$ cat src/rtl/fetch_unit.sv
// Instruction fetch stage: one outstanding imem request, a one-entry fetched
// instruction buffer, and branch redirect with kill of an in-flight response.
module fetch_unit #(
   parameter logic [31:0] RESET_PC = 32'h0000_0000
) (
   input  logic        clk,
   input  logic        rst,
   input  logic        br_taken_i,
   input  logic [31:0] br_target_i,
   input  logic        stall_d,
   output logic        imem_req_valid,
   input  logic        imem_req_ready,
   output logic [31:0] imem_req_addr,
   input  logic        imem_rsp_valid,
   input  logic [31:0] imem_rsp_data,
   output logic        instr_valid_f,
   output logic [31:0] instr_f,
   output logic [31:0] pc_f,
   output logic [31:0] pc_plus4_f,
   output logic        flush_d,
   output logic        flush_e
);

   typedef enum logic [1:0] {
      IDLE = 2'b00,
      REQ  = 2'b01,
      WAIT = 2'b10
   } state_t;

   state_t      state_r;
   logic [31:0] fetch_pc_r;
   logic [31:0] redir_pc_r;
   logic        redir_pend_r;
   logic        kill_r;
   logic        hold_r;
   logic        instr_valid_r;
   logic [31:0] instr_r;
   logic [31:0] pc_r;
   logic [31:0] pc_plus4_r;

   logic        req_valid_s;
   logic        hs_s;
   logic        rsp_s;
   logic [31:0] target_s;

   function automatic logic [31:0] next_word(input logic [31:0] addr);
      return addr + 32'd4;
   endfunction

   // Request qualification, handshake and response decode
   always_comb begin
      req_valid_s = 1'b0;
      target_s    = br_target_i & 32'hFFFF_FFFC;
      if (state_r == REQ) begin
         // hold_r keeps a presented request stable until it is accepted
         req_valid_s = hold_r | ~instr_valid_r | ~stall_d;
      end else begin
         req_valid_s = 1'b0;
      end
      hs_s  = req_valid_s & imem_req_ready;
      rsp_s = (state_r == WAIT) & imem_rsp_valid;
   end

   assign imem_req_valid = req_valid_s;
   assign imem_req_addr  = fetch_pc_r;
   assign instr_valid_f  = instr_valid_r;
   assign instr_f        = instr_r;
   assign pc_f           = pc_r;
   assign pc_plus4_f     = pc_plus4_r;
   assign flush_d        = br_taken_i;
   assign flush_e        = br_taken_i;

   // Fetch FSM: next fetch address, pending redirect and kill tracking
   always_ff @(posedge clk or posedge rst) begin
      if (rst) begin
         state_r      <= IDLE;
         fetch_pc_r   <= RESET_PC;
         redir_pc_r   <= RESET_PC;
         redir_pend_r <= 1'b0;
         kill_r       <= 1'b0;
         hold_r       <= 1'b0;
      end else begin
         hold_r <= req_valid_s & ~imem_req_ready;
         case (state_r)
            IDLE: begin
               state_r <= REQ;
               if (br_taken_i) begin
                  fetch_pc_r <= target_s;
               end
            end
            REQ: begin
               if (br_taken_i) begin
                  if (hs_s) begin
                     state_r      <= WAIT;
                     kill_r       <= 1'b1;
                     fetch_pc_r   <= target_s;
                     redir_pend_r <= 1'b0;
                  end else if (req_valid_s) begin
                     // pending request must not change: apply target after its handshake
                     kill_r       <= 1'b1;
                     redir_pend_r <= 1'b1;
                     redir_pc_r   <= target_s;
                  end else begin
                     fetch_pc_r <= target_s;
                  end
               end else if (hs_s) begin
                  state_r      <= WAIT;
                  redir_pend_r <= 1'b0;
                  fetch_pc_r   <= redir_pend_r ? redir_pc_r : next_word(fetch_pc_r);
               end
            end
            WAIT: begin
               if (br_taken_i) begin
                  fetch_pc_r <= target_s;
                  if (imem_rsp_valid) begin
                     kill_r  <= 1'b0;
                     state_r <= REQ;
                  end else begin
                     kill_r <= 1'b1;
                  end
               end else if (imem_rsp_valid) begin
                  kill_r  <= 1'b0;
                  state_r <= REQ;
               end
            end
            default: begin
               state_r <= IDLE;
            end
         endcase
      end
   end

   // Fetched instruction buffer: redirect flush beats refill beats drain
   always_ff @(posedge clk or posedge rst) begin
      if (rst) begin
         instr_valid_r <= 1'b0;
         instr_r       <= 32'h0000_0000;
         pc_r          <= 32'h0000_0000;
         pc_plus4_r    <= 32'h0000_0004;
      end else begin
         if (br_taken_i) begin
            instr_valid_r <= 1'b0;
         end else if (rsp_s && !kill_r) begin
            instr_valid_r <= 1'b1;
            instr_r       <= imem_rsp_data;
            pc_r          <= fetch_pc_r - 32'd4;
            pc_plus4_r    <= fetch_pc_r;
         end else if (instr_valid_r && !stall_d) begin
            instr_valid_r <= 1'b0;
         end
      end
   end

endmodule

$ cat config.mk
export PLATFORM = sky130hd
export DESIGN_NAME = fetch_unit
export DESIGN_NICKNAME = d
export VERILOG_FILES = /design/src/rtl/fetch_unit.sv
export SDC_FILE = /design/constraint.sdc
export NUM_CORES = 1
export LEC_CHECK = 0
export ABC_AREA = 1
export CORE_UTILIZATION = 25
export DETAILED_ROUTE_END_ITERATION = 7
export PLACE_DENSITY = 0.56
export SYNTH_ARGS = -nofsm -noshare
export SYNTH_HDL_FRONTEND = slang
export SYNTH_SLANG_ARGS = --single-unit
$ cat constraint.sdc
create_clock -name clk -period 7.95 [get_ports clk]
set_clock_uncertainty 0.2 [all_clocks]
set_input_delay 1.1925 -clock clk [delete_from_list [all_inputs] [get_ports clk]]
set_output_delay 1.1925 -clock clk [all_outputs]
set_load 0.01 [all_outputs]
==> results_dict.tcl, run 1 <==
set metrics [dict create \
    synth.avg_cell_area_um2 7.440 \
    routed_wl_um 27470 \
    cts.clk_slew.worst_paths_ns 0.06 \
    postCtsSetupRepairBufs 0 \
    period_share_pct 49.08 \
    powerDensity_nw_per_um2 381.2 \
    core_um2 31800 \
    hold_violations 0 \
    dieWidth_um 182.6 \
    drtIter0Drc 661 \
    reg2reg_depth 9 \
    areaGrowthSynthToFinish_pct 35.19 \
    yosysSeqAreaShare_pct 48.50 \
    slew_headroom_pct 39.43 \
    ctsResizeCount 0 \
    root_buffer "clkbuf_16" \
    die-height_um 182.6 \
    ctsLongestPathBuffers 2 \
    min_path_cells 2 \
    register_area_um2 3955 \
    ys_ff_latch 158 \
    routedWlPerCell_um 16.06 \
    diodes 0 \
    cts_made_buffers 17 \
    p_comb_share_pct 41.9 \
    ys.flop_type "dfrtp_1" \
    grt_usage_pct 16.78 \
    final_common_cell "nand2_1" \
    p_int_mw 2.500 \
    multi_input_area_um2 3602 \
    cp-start-kind "input pin" \
    num_rows 65 \
    grtUsageMet3_pct 4.291 \
    whs_endpoint "instr_f[7]$_DFFE_PP0P_" \
    p_clk_share_pct 22.3 \
    crit_family "buffers and inverters" \
    antenna_found_initial 2 \
    hold_path_class "register to register" \
    ios 202 \
    peakVddDrop_uv 160.3 \
    yosysUniqueCellTypes 39 \
    fillCellCount 3363 \
    layout-drive-gt1-share_pct 5.804 \
    gp_congestion 0.8787 \
    worstSetupPathType "input pin to output pin" \
    crit_slowest_cell "clkdlybuf4s50_1" \
    synth-edff-count 0 \
    synthArstFlopShare_pct 100.0 \
    fmax_ghz 0.2563 \
    syn_area_um2 8154 \
    status "finished clean" \
    period_needed_ns 3.902 \
    setup_violations 0 \
    hpwl_um 20060 \
    crit_chain "clkdlybuf4s50_1 -> nand2_1 -> o21ai_2 -> inv_2 -> clkdlybuf4s50_1" \
    cts_hold_buf 0 \
    rr_endpoint "pc_f[31]$_DFFE_PP0P_" \
    cts_tree "built" \
    power.net_switching_mw 1.702 \
    grt_overflow 0 \
    dieArea_um2 33340 \
    io_buffers 193 \
    drv_cap 0 \
    busiest_layer "met2" \
    p_leak_nw 4.985 \
    viasPerCell 4.495 \
    slew_viol_final 0 \
    drt_pass1_iterations 6 \
    final_cell_mix "nand2_1, clkdlybuf4s50_1, dfrtp_1, nor2_1, a21oi_1" \
    ys_warn_count 0 \
    critical_path_buf_inv_count 3 \
    swShare_pct 40.51 \
    hp-start "instr_f[7]$_DFFE_PP0P_" \
    cp-end-kind "output pin" \
    nNetsFinal 1334 \
    arrival_ns 2.51 \
    drc_errors 0 \
    setup_tns_ns 0 \
    grt_pass1_vias 7396 \
    htreeDepth 4 \
    met2_usage_pct 25.69 \
    r2r_start "state_r[0]$_DFFE_PP0P_" \
    tightest_slew_ns 0.9085 \
    clk-insertion-delay-late_ns 0.43 \
    grtUsageMet1_pct 23.32 \
    cp_common_cell "clkdlybuf4s50_1" \
    critPathRequiredTime_ns 6.56 \
    grt_max_degree 91 \
    start_util_pct 25.64 \
    cts_sinks 158 \
    num_vias 7686 \
    placed_cell_area_um2 10360 \
    design_area_um2 11020 \
    final_antenna_net_count 0 \
    worstPathMaxFanout 4 \
    synthCells 1096 \
    rrSetupSlack_ns 5.08 \
    slowest_delay_ns 0.48 \
    grt_pass1_wl_um 42950 \
    rsz0062_at_grt "no" \
    p_seq_share_pct 35.8 \
]
## worst register-to-register path, stage by stage (launching register included)
cell	delay, ns
dfrtp_1	0.40
inv_2	0.12
nand2_1	0.14
nor2_4	0.12
buf_4	0.31
clkinv_2	0.50
buf_4	0.57
nor2_1	0.25
nand4_1	0.11
nand3_1	0.10
## power by group through the flow
stage,combinational (mW),clock [mW],sequential [mW]
finish,1.76,0.938,1.50
detailed placement,1.76,0,1.51
CTS,1.78,0.955,1.50
floorplan,0.931,0,1.46
global route,1.96,0.988,1.55
global placement,1.75,0,1.50
## cell type report
class | instances | share of cell area (%)
clock buffer | 24 | 4.279
clock inverter | 8 | 1.725
inverter | 73 | 2.565
multi-input combinational | 813 | 32.68
sequential | 158 | 35.88
tap | 435 | 4.938
timing repair buffer | 199 | 17.93
## cells in the mapped netlist (3+ instances only)
cell type | instances | area share, %
o21ai_1 | 23 | 1.4
nand2_2 | 7 | 0.54
buf_6 | 3 | 0.41
inv_2 | 10 | 0.46
a31oi_1 | 4 | 0.31
inv_1 | 61 | 2.8
nor2_2 | 9 | 0.69
o211ai_1 | 5 | 0.46
nor2_4 | 7 | 0.97
clkbuf_1 | 15 | 0.69
buf_2 | 23 | 1.4
xor2_1 | 17 | 1.8
nand3_1 | 54 | 3.3
nor2_1 | 139 | 6.4
o22ai_1 | 3 | 0.23
dfrtp_1 | 157 | 48
nand2_1 | 394 | 18
a21oi_1 | 65 | 4.0
nand4_1 | 8 | 0.61
buf_4 | 10 | 0.92
o21ai_0 | 59 | 3.6
## metal layers
layer	up-vias	part of all wire [%]
met2	257	44
met4	4	1.8
met5	-	0.095
met3	39	7.1
met1	3599	47
li1	3787	-
## sequential cells by signal, summed over array words and instances, names as in the netlist
register / flops
instr_f: 32
imem_req_addr: 30
pc_f: 30
pc_plus4_f: 30
redir_pc_r: 30
state_r: 2
hold_r: 1
instr_valid_f: 1
kill_r: 1
redir_pend_r: 1
## kinds of logic after synthesis
family,synth area share [%]
fa+ha+maj,0.3068
simple gates,31.27
compound gates,10.50
buf+inv,7.549
xor+xnor,1.826
other cells,0.04599
flops,48.50
## per-stage QoR
stage | utilization, % | total power, mW | hold slack [ns] | setup slack (ns) | cells
after global routing | 34.66 | 4.495 | 0.2907 | 3.853 | 1710
after floorplan | - | 2.393 | 0.2436 | 2.296 | 1101
after global placement | 32.58 | 3.252 | 0.2531 | 3.693 | 1678
final | 34.66 | 4.202 | 0.2684 | 4.048 | 1710
after CTS | 34.66 | 4.228 | 0.2737 | 4.041 | 1710
after detailed placement | 32.58 | 3.273 | 0.2579 | 3.665 | 1678
## worst max-delay path by stage
| stage | startpoint | endpoint | slack (ns) | cells after the start |
|---|---|---|---|---|
| 6_report | stall_d | imem_req_valid | 4.05 | 5 |
| 5_1_grt | br_taken_i | pc_f[31]$_DFFE_PP0P_ | 3.85 | 10 |
| 4_1_cts | stall_d | imem_req_valid | 4.04 | 5 |
| 3_5_place_dp | br_taken_i | pc_f[23]$_DFFE_PP0P_ | 3.67 | 10 |
| 3_3_place_gp | br_taken_i | pc_f[31]$_DFFE_PP0P_ | 3.69 | 10 |
| 2_1_floorplan | rst | hold_r$_DFF_PP0_ | 2.30 | 1 |
(Power assumes the default switching activity.)
==> run 2: changes to the inputs <==
Clock period 7.95 ns to 3.7 ns, I/O delays scaled along.
==> results_dict.tcl, run 2 (synthesis results as in run 1) <==
set metrics [dict create \
    status "finished clean" \
    slew_viol_final 0 \
    critPathRequiredTime_ns 2.94 \
    die-height_um 182.6 \
    drc_errors 0 \
    areaGrowthSynthToFinish_pct 36.29 \
    fin_cells 1717 \
    antenna_found_initial 0 \
    hpwl_um 20490 \
    htreeDepth 4 \
    setup_tns_ns 0 \
    final_cell_mix "nand2_1, clkdlybuf4s50_1, dfrtp_1, nor2_1, a21oi_1" \
    start_util_pct 25.64 \
    hold_path_class "register to register" \
    io_buffers 193 \
    routedWlPerCell_um 15.95 \
    peakVddDrop_uv 337.3 \
    rsz0062_at_grt "no" \
    final_common_cell "nand2_1" \
    final_util_pct 34.95 \
    fmax_ghz 0.3826 \
    tightest_slew_ns 0.8492 \
    slew_headroom_pct 43.31 \
    final_antenna_net_count 0 \
    routed_wl_um 27380 \
    worstSetupPathType "input pin to output pin" \
    placed_cell_area_um2 10480 \
    arrival_ns 1.86 \
    grt_overflow 0 \
    diodes 0 \
    grt_pass1_vias 7419 \
    p_leak_nw 5.025 \
    ios 202 \
    core_um2 31800 \
    largest_reg_flops 32 \
    num_vias 7669 \
    design_area_um2 11110 \
    clk-insertion-delay-late_ns 0.43 \
    grt_usage_pct 16.62 \
    drv_cap 0 \
    cts_made_buffers 17 \
    cts_sinks 158 \
    reg2reg_depth 10 \
    cts_hold_buf 0 \
    worstPathMaxFanout 4 \
    postCtsSetupRepairBufs 0 \
    drt_pass1_iterations 7 \
    drtIter0Drc 592 \
    setup_violations 0 \
    powerDensity_nw_per_um2 807.9 \
    fillCellCount 3341 \
    ctsResizeCount 0 \
    period_share_pct 70.63 \
    cts.clk_slew.worst_paths_ns 0.07 \
    grt_pass1_wl_um 42550 \
    cts_tree "built" \
    viasPerCell 4.467 \
    fin_ws_ns 1.087 \
    period_needed_ns 2.613 \
    hold_violations 0 \
    dieWidth_um 182.6 \
    cp-end-kind "output pin" \
    nNetsFinal 1341 \
    pre_cts_ws_ns 0.7423 \
    cp-start-kind "input pin" \
    num_rows 65 \
    placed_cells 1685 \
    root_buffer "clkbuf_16" \
    dieArea_um2 33340 \
    min_path_cells 2 \
    grt_max_degree 71 \
    ctsLongestPathBuffers 2 \
    gp_congestion 0.8613 \
    layout-drive-gt1-share_pct 6.708 \
]
run 2: changes by cell type in the layout (fill, tap and decap cells not counted), sizes merged:
cell and delta:
buf +7, clkinv +3, clkinvlp +3, inv +1
bufinv -2, clkbuf -5
run 2: area by class of cell:
type	count	area, um^2	share of cell area (%)
inverters	73	281.5	2.533
flip-flops and latches	158	3955	35.59
clock inverters	13	185.2	1.666
repair buffers	206	2092	18.82
clock buffers	19	452.9	4.076
well taps	435	544.3	4.898
multi-input cells	813	3602	32.41
run 2: layer usage:
| layer | up-vias | global-route usage (%) | wire length (um) |
|---|---|---|---|
| li1 | 3808 | - | - |
| met1 | 3602 | 23.29 | 13060 |
| met2 | 240 | 25.76 | 12280 |
| met3 | 19 | 3.452 | 1685 |
| met4 | 0 | 4.639 | 357 |
| met5 | - | 0 | 0 |
run 2: per-stage QoR:
step | total power [mW] | hold slack (ns)
after floorplan | 5.143 | 0.2436
after global placement | 7.034 | 0.2540
after detailed placement | 7.082 | 0.2577
after CTS | 9.046 | 0.2753
after global routing | 9.610 | 0.2890
final | 8.979 | 0.2716
run 2: worst max-delay path, cell delays in order:
cell and delay [ns]:
clkdlybuf4s50_1 0.46, nand2_1 0.07, o21ai_2 0.21, inv_2 0.08
clkdlybuf4s50_1 0.48
run 2: worst paths after layout:
path / start / end / slack, ns
worst max-delay path: stall_d / imem_req_valid / 1.09
worst min-delay path: instr_f[5]$_DFFE_PP0P_ / instr_f[5]$_DFFE_PP0P_ / 0.27
worst max register to register: imem_req_addr[2]$_DFFE_PP0P_ / imem_req_addr[20]$_DFFE_PP0P_ / 1.50
worst min register to register: instr_f[5]$_DFFE_PP0P_ / instr_f[5]$_DFFE_PP0P_ / 0.27
max in group asynchronous: rst / imem_req_addr[24]$_DFFE_PP0P_ / 2.38
min in group asynchronous: rst / kill_r$_DFFE_PP0P_ / 0.30
run 2: report_power, final:
part           total (mW)  switching (mW)  internal [mW]
clock                1.93           0.760           1.17
combinational        3.86            2.18           1.67
sequential           3.19           0.772           2.42
total                8.98            3.72           5.26
==> run 3: changes to the inputs <==
Clock period 3.7 ns to 2.65 ns, I/O delays scaled along.
==> results_dict.tcl, run 3 (synthesis results as in run 1) <==
set metrics [dict create \
    status "finished clean" \
    cp-end-kind "output pin" \
    critical_path.endpoint "imem_req_addr[12]" \
    largest_reg_flops 32 \
    num_vias 7672 \
    cts_made_buffers 17 \
    routed_wl_um 27200 \
    crit_chain "clkdlybuf4s50_1" \
    final_util_pct 35.08 \
    fin_ws_ns 0.3357 \
    grt_pass1_vias 7444 \
    period_needed_ns 2.314 \
    placed_cells 1694 \
    setup_tns_ns 0 \
    htreeDepth 4 \
    io_buffers 193 \
    placed_cell_area_um2 10540 \
    final_antenna_net_count 0 \
    hold_path_class "input pin to asynchronous set/reset pin" \
    powerDensity_nw_per_um2 1117 \
    pre_cts_ws_ns 0.1683 \
    postCtsSetupRepairBufs 0 \
    diodes 0 \
    p_leak_nw 5.050 \
    start_util_pct 25.64 \
    viasPerCell 4.448 \
    die-height_um 182.6 \
    grt_usage_pct 16.76 \
    fin_cells 1725 \
    tightest_slew_ns 0.5200 \
    reg2reg_depth 9 \
    hold_violations 0 \
    drtIter0Drc 579 \
    final_common_cell "nand2_1" \
    cp-start-kind "register" \
    layout-drive-gt1-share_pct 7.132 \
    ctsResizeCount 0 \
    grt_max_degree 88 \
    power_mw 12.47 \
    period_share_pct 87.33 \
    drc_errors 0 \
    critPathRequiredTime_ns 2.05 \
    root_buffer "clkbuf_16" \
    rr_endpoint "imem_req_addr[20]$_DFFE_PP0P_" \
    gp_congestion 0.8940 \
    fmax_ghz 0.4321 \
    cts_sinks 158 \
    r2r_start "imem_req_addr[2]$_DFFE_PP0P_" \
    nNetsFinal 1350 \
    crit_family "buffers and inverters" \
    worstSetupPathType "register to output pin" \
    antenna_found_initial 1 \
    path_depth 1 \
    rrSetupSlack_ns 0.42 \
    peakVddDrop_uv 525.4 \
    setup.worst_path.start "imem_req_addr[12]$_DFFE_PP0P_" \
    cts_tree "built" \
    slew_headroom_pct 65.33 \
    crit_slowest_cell "clkdlybuf4s50_1" \
    arrival_ns 1.72 \
    cts_hold_buf 0 \
    hpwl_um 20580 \
    cts.clk_slew.worst_paths_ns 0.07 \
    routedWlPerCell_um 15.77 \
    setup_violations 0 \
    clk-insertion-delay-late_ns 0.43 \
    critical_path_buf_inv_count 1 \
    worstPathMaxFanout 9 \
    slowest_delay_ns 0.66 \
    slew_viol_final 0 \
    grt_pass1_wl_um 42930 \
    areaGrowthSynthToFinish_pct 36.81 \
    num_rows 65 \
    ios 202 \
    ctsLongestPathBuffers 2 \
    final_cell_mix "nand2_1, clkdlybuf4s50_1, dfrtp_1, nor2_1, a21oi_1" \
    core_um2 31800 \
    rsz0062_at_grt "no" \
    drv_cap 0 \
    grt_overflow 0 \
    dieWidth_um 182.6 \
    hold_ws_ns 0.2505 \
    design_area_um2 11160 \
    drt_pass1_iterations 5 \
    dieArea_um2 33340 \
]
## run 3: worst min path at each step
| stage | from | end | slack [ns] | depth (start not counted) |
|---|---|---|---|---|
| 4_1_cts | rst | imem_req_addr[14]$_DFFE_PP0P_ | 0.26 | 3 |
| 2_1_floorplan | redir_pc_r[4]$_DFFE_PP0P_ | redir_pc_r[4]$_DFFE_PP0P_ | 0.24 | 2 |
| 6_report | rst | imem_req_addr[14]$_DFFE_PP0P_ | 0.25 | 3 |
| 5_1_grt | rst | redir_pc_r[5]$_DFFE_PP0P_ | 0.30 | 3 |
| 3_3_place_gp | instr_f[0]$_DFFE_PP0P_ | instr_f[0]$_DFFE_PP0P_ | 0.26 | 2 |
| 3_5_place_dp | instr_f[10]$_DFFE_PP0P_ | instr_f[10]$_DFFE_PP0P_ | 0.26 | 2 |
## run 3: where the power goes
| part | total [mW] | internal (mW) | switching (mW) | leakage [nW] |
|---|---|---|---|---|
| clock | 2.60 | 1.59 | 1.01 | 0.292 |
| combinational | 5.44 | 2.39 | 3.06 | 2.71 |
| sequential | 4.42 | 3.38 | 1.04 | 2.04 |
| total | 12.5 | 7.36 | 5.11 | 5.05 |
## run 3: routing by layer
layer / track usage (%) / part of all wire (%) / up-vias
met5: 0 / 0.048 / -
li1: - / - / 3829
met2: 26.05 / 44 / 253
met1: 23.19 / 48 / 3560
met4: 4.571 / 1.5 / 2
met3: 3.871 / 6.3 / 28
## run 3: final cells by class
| type | instances | area [um^2] |
|---|---|---|
| Multi-Input combinational cell | 813 | 3602 |
| Clock inverter | 11 | 166.4 |
| Clock buffer | 20 | 446.7 |
| Tap cell | 435 | 544.3 |
| Timing Repair Buffer | 215 | 2160 |
| Sequential cell | 158 | 3955 |
| Fill cell | 3410 | 20640 |
| Inverter | 73 | 281.5 |
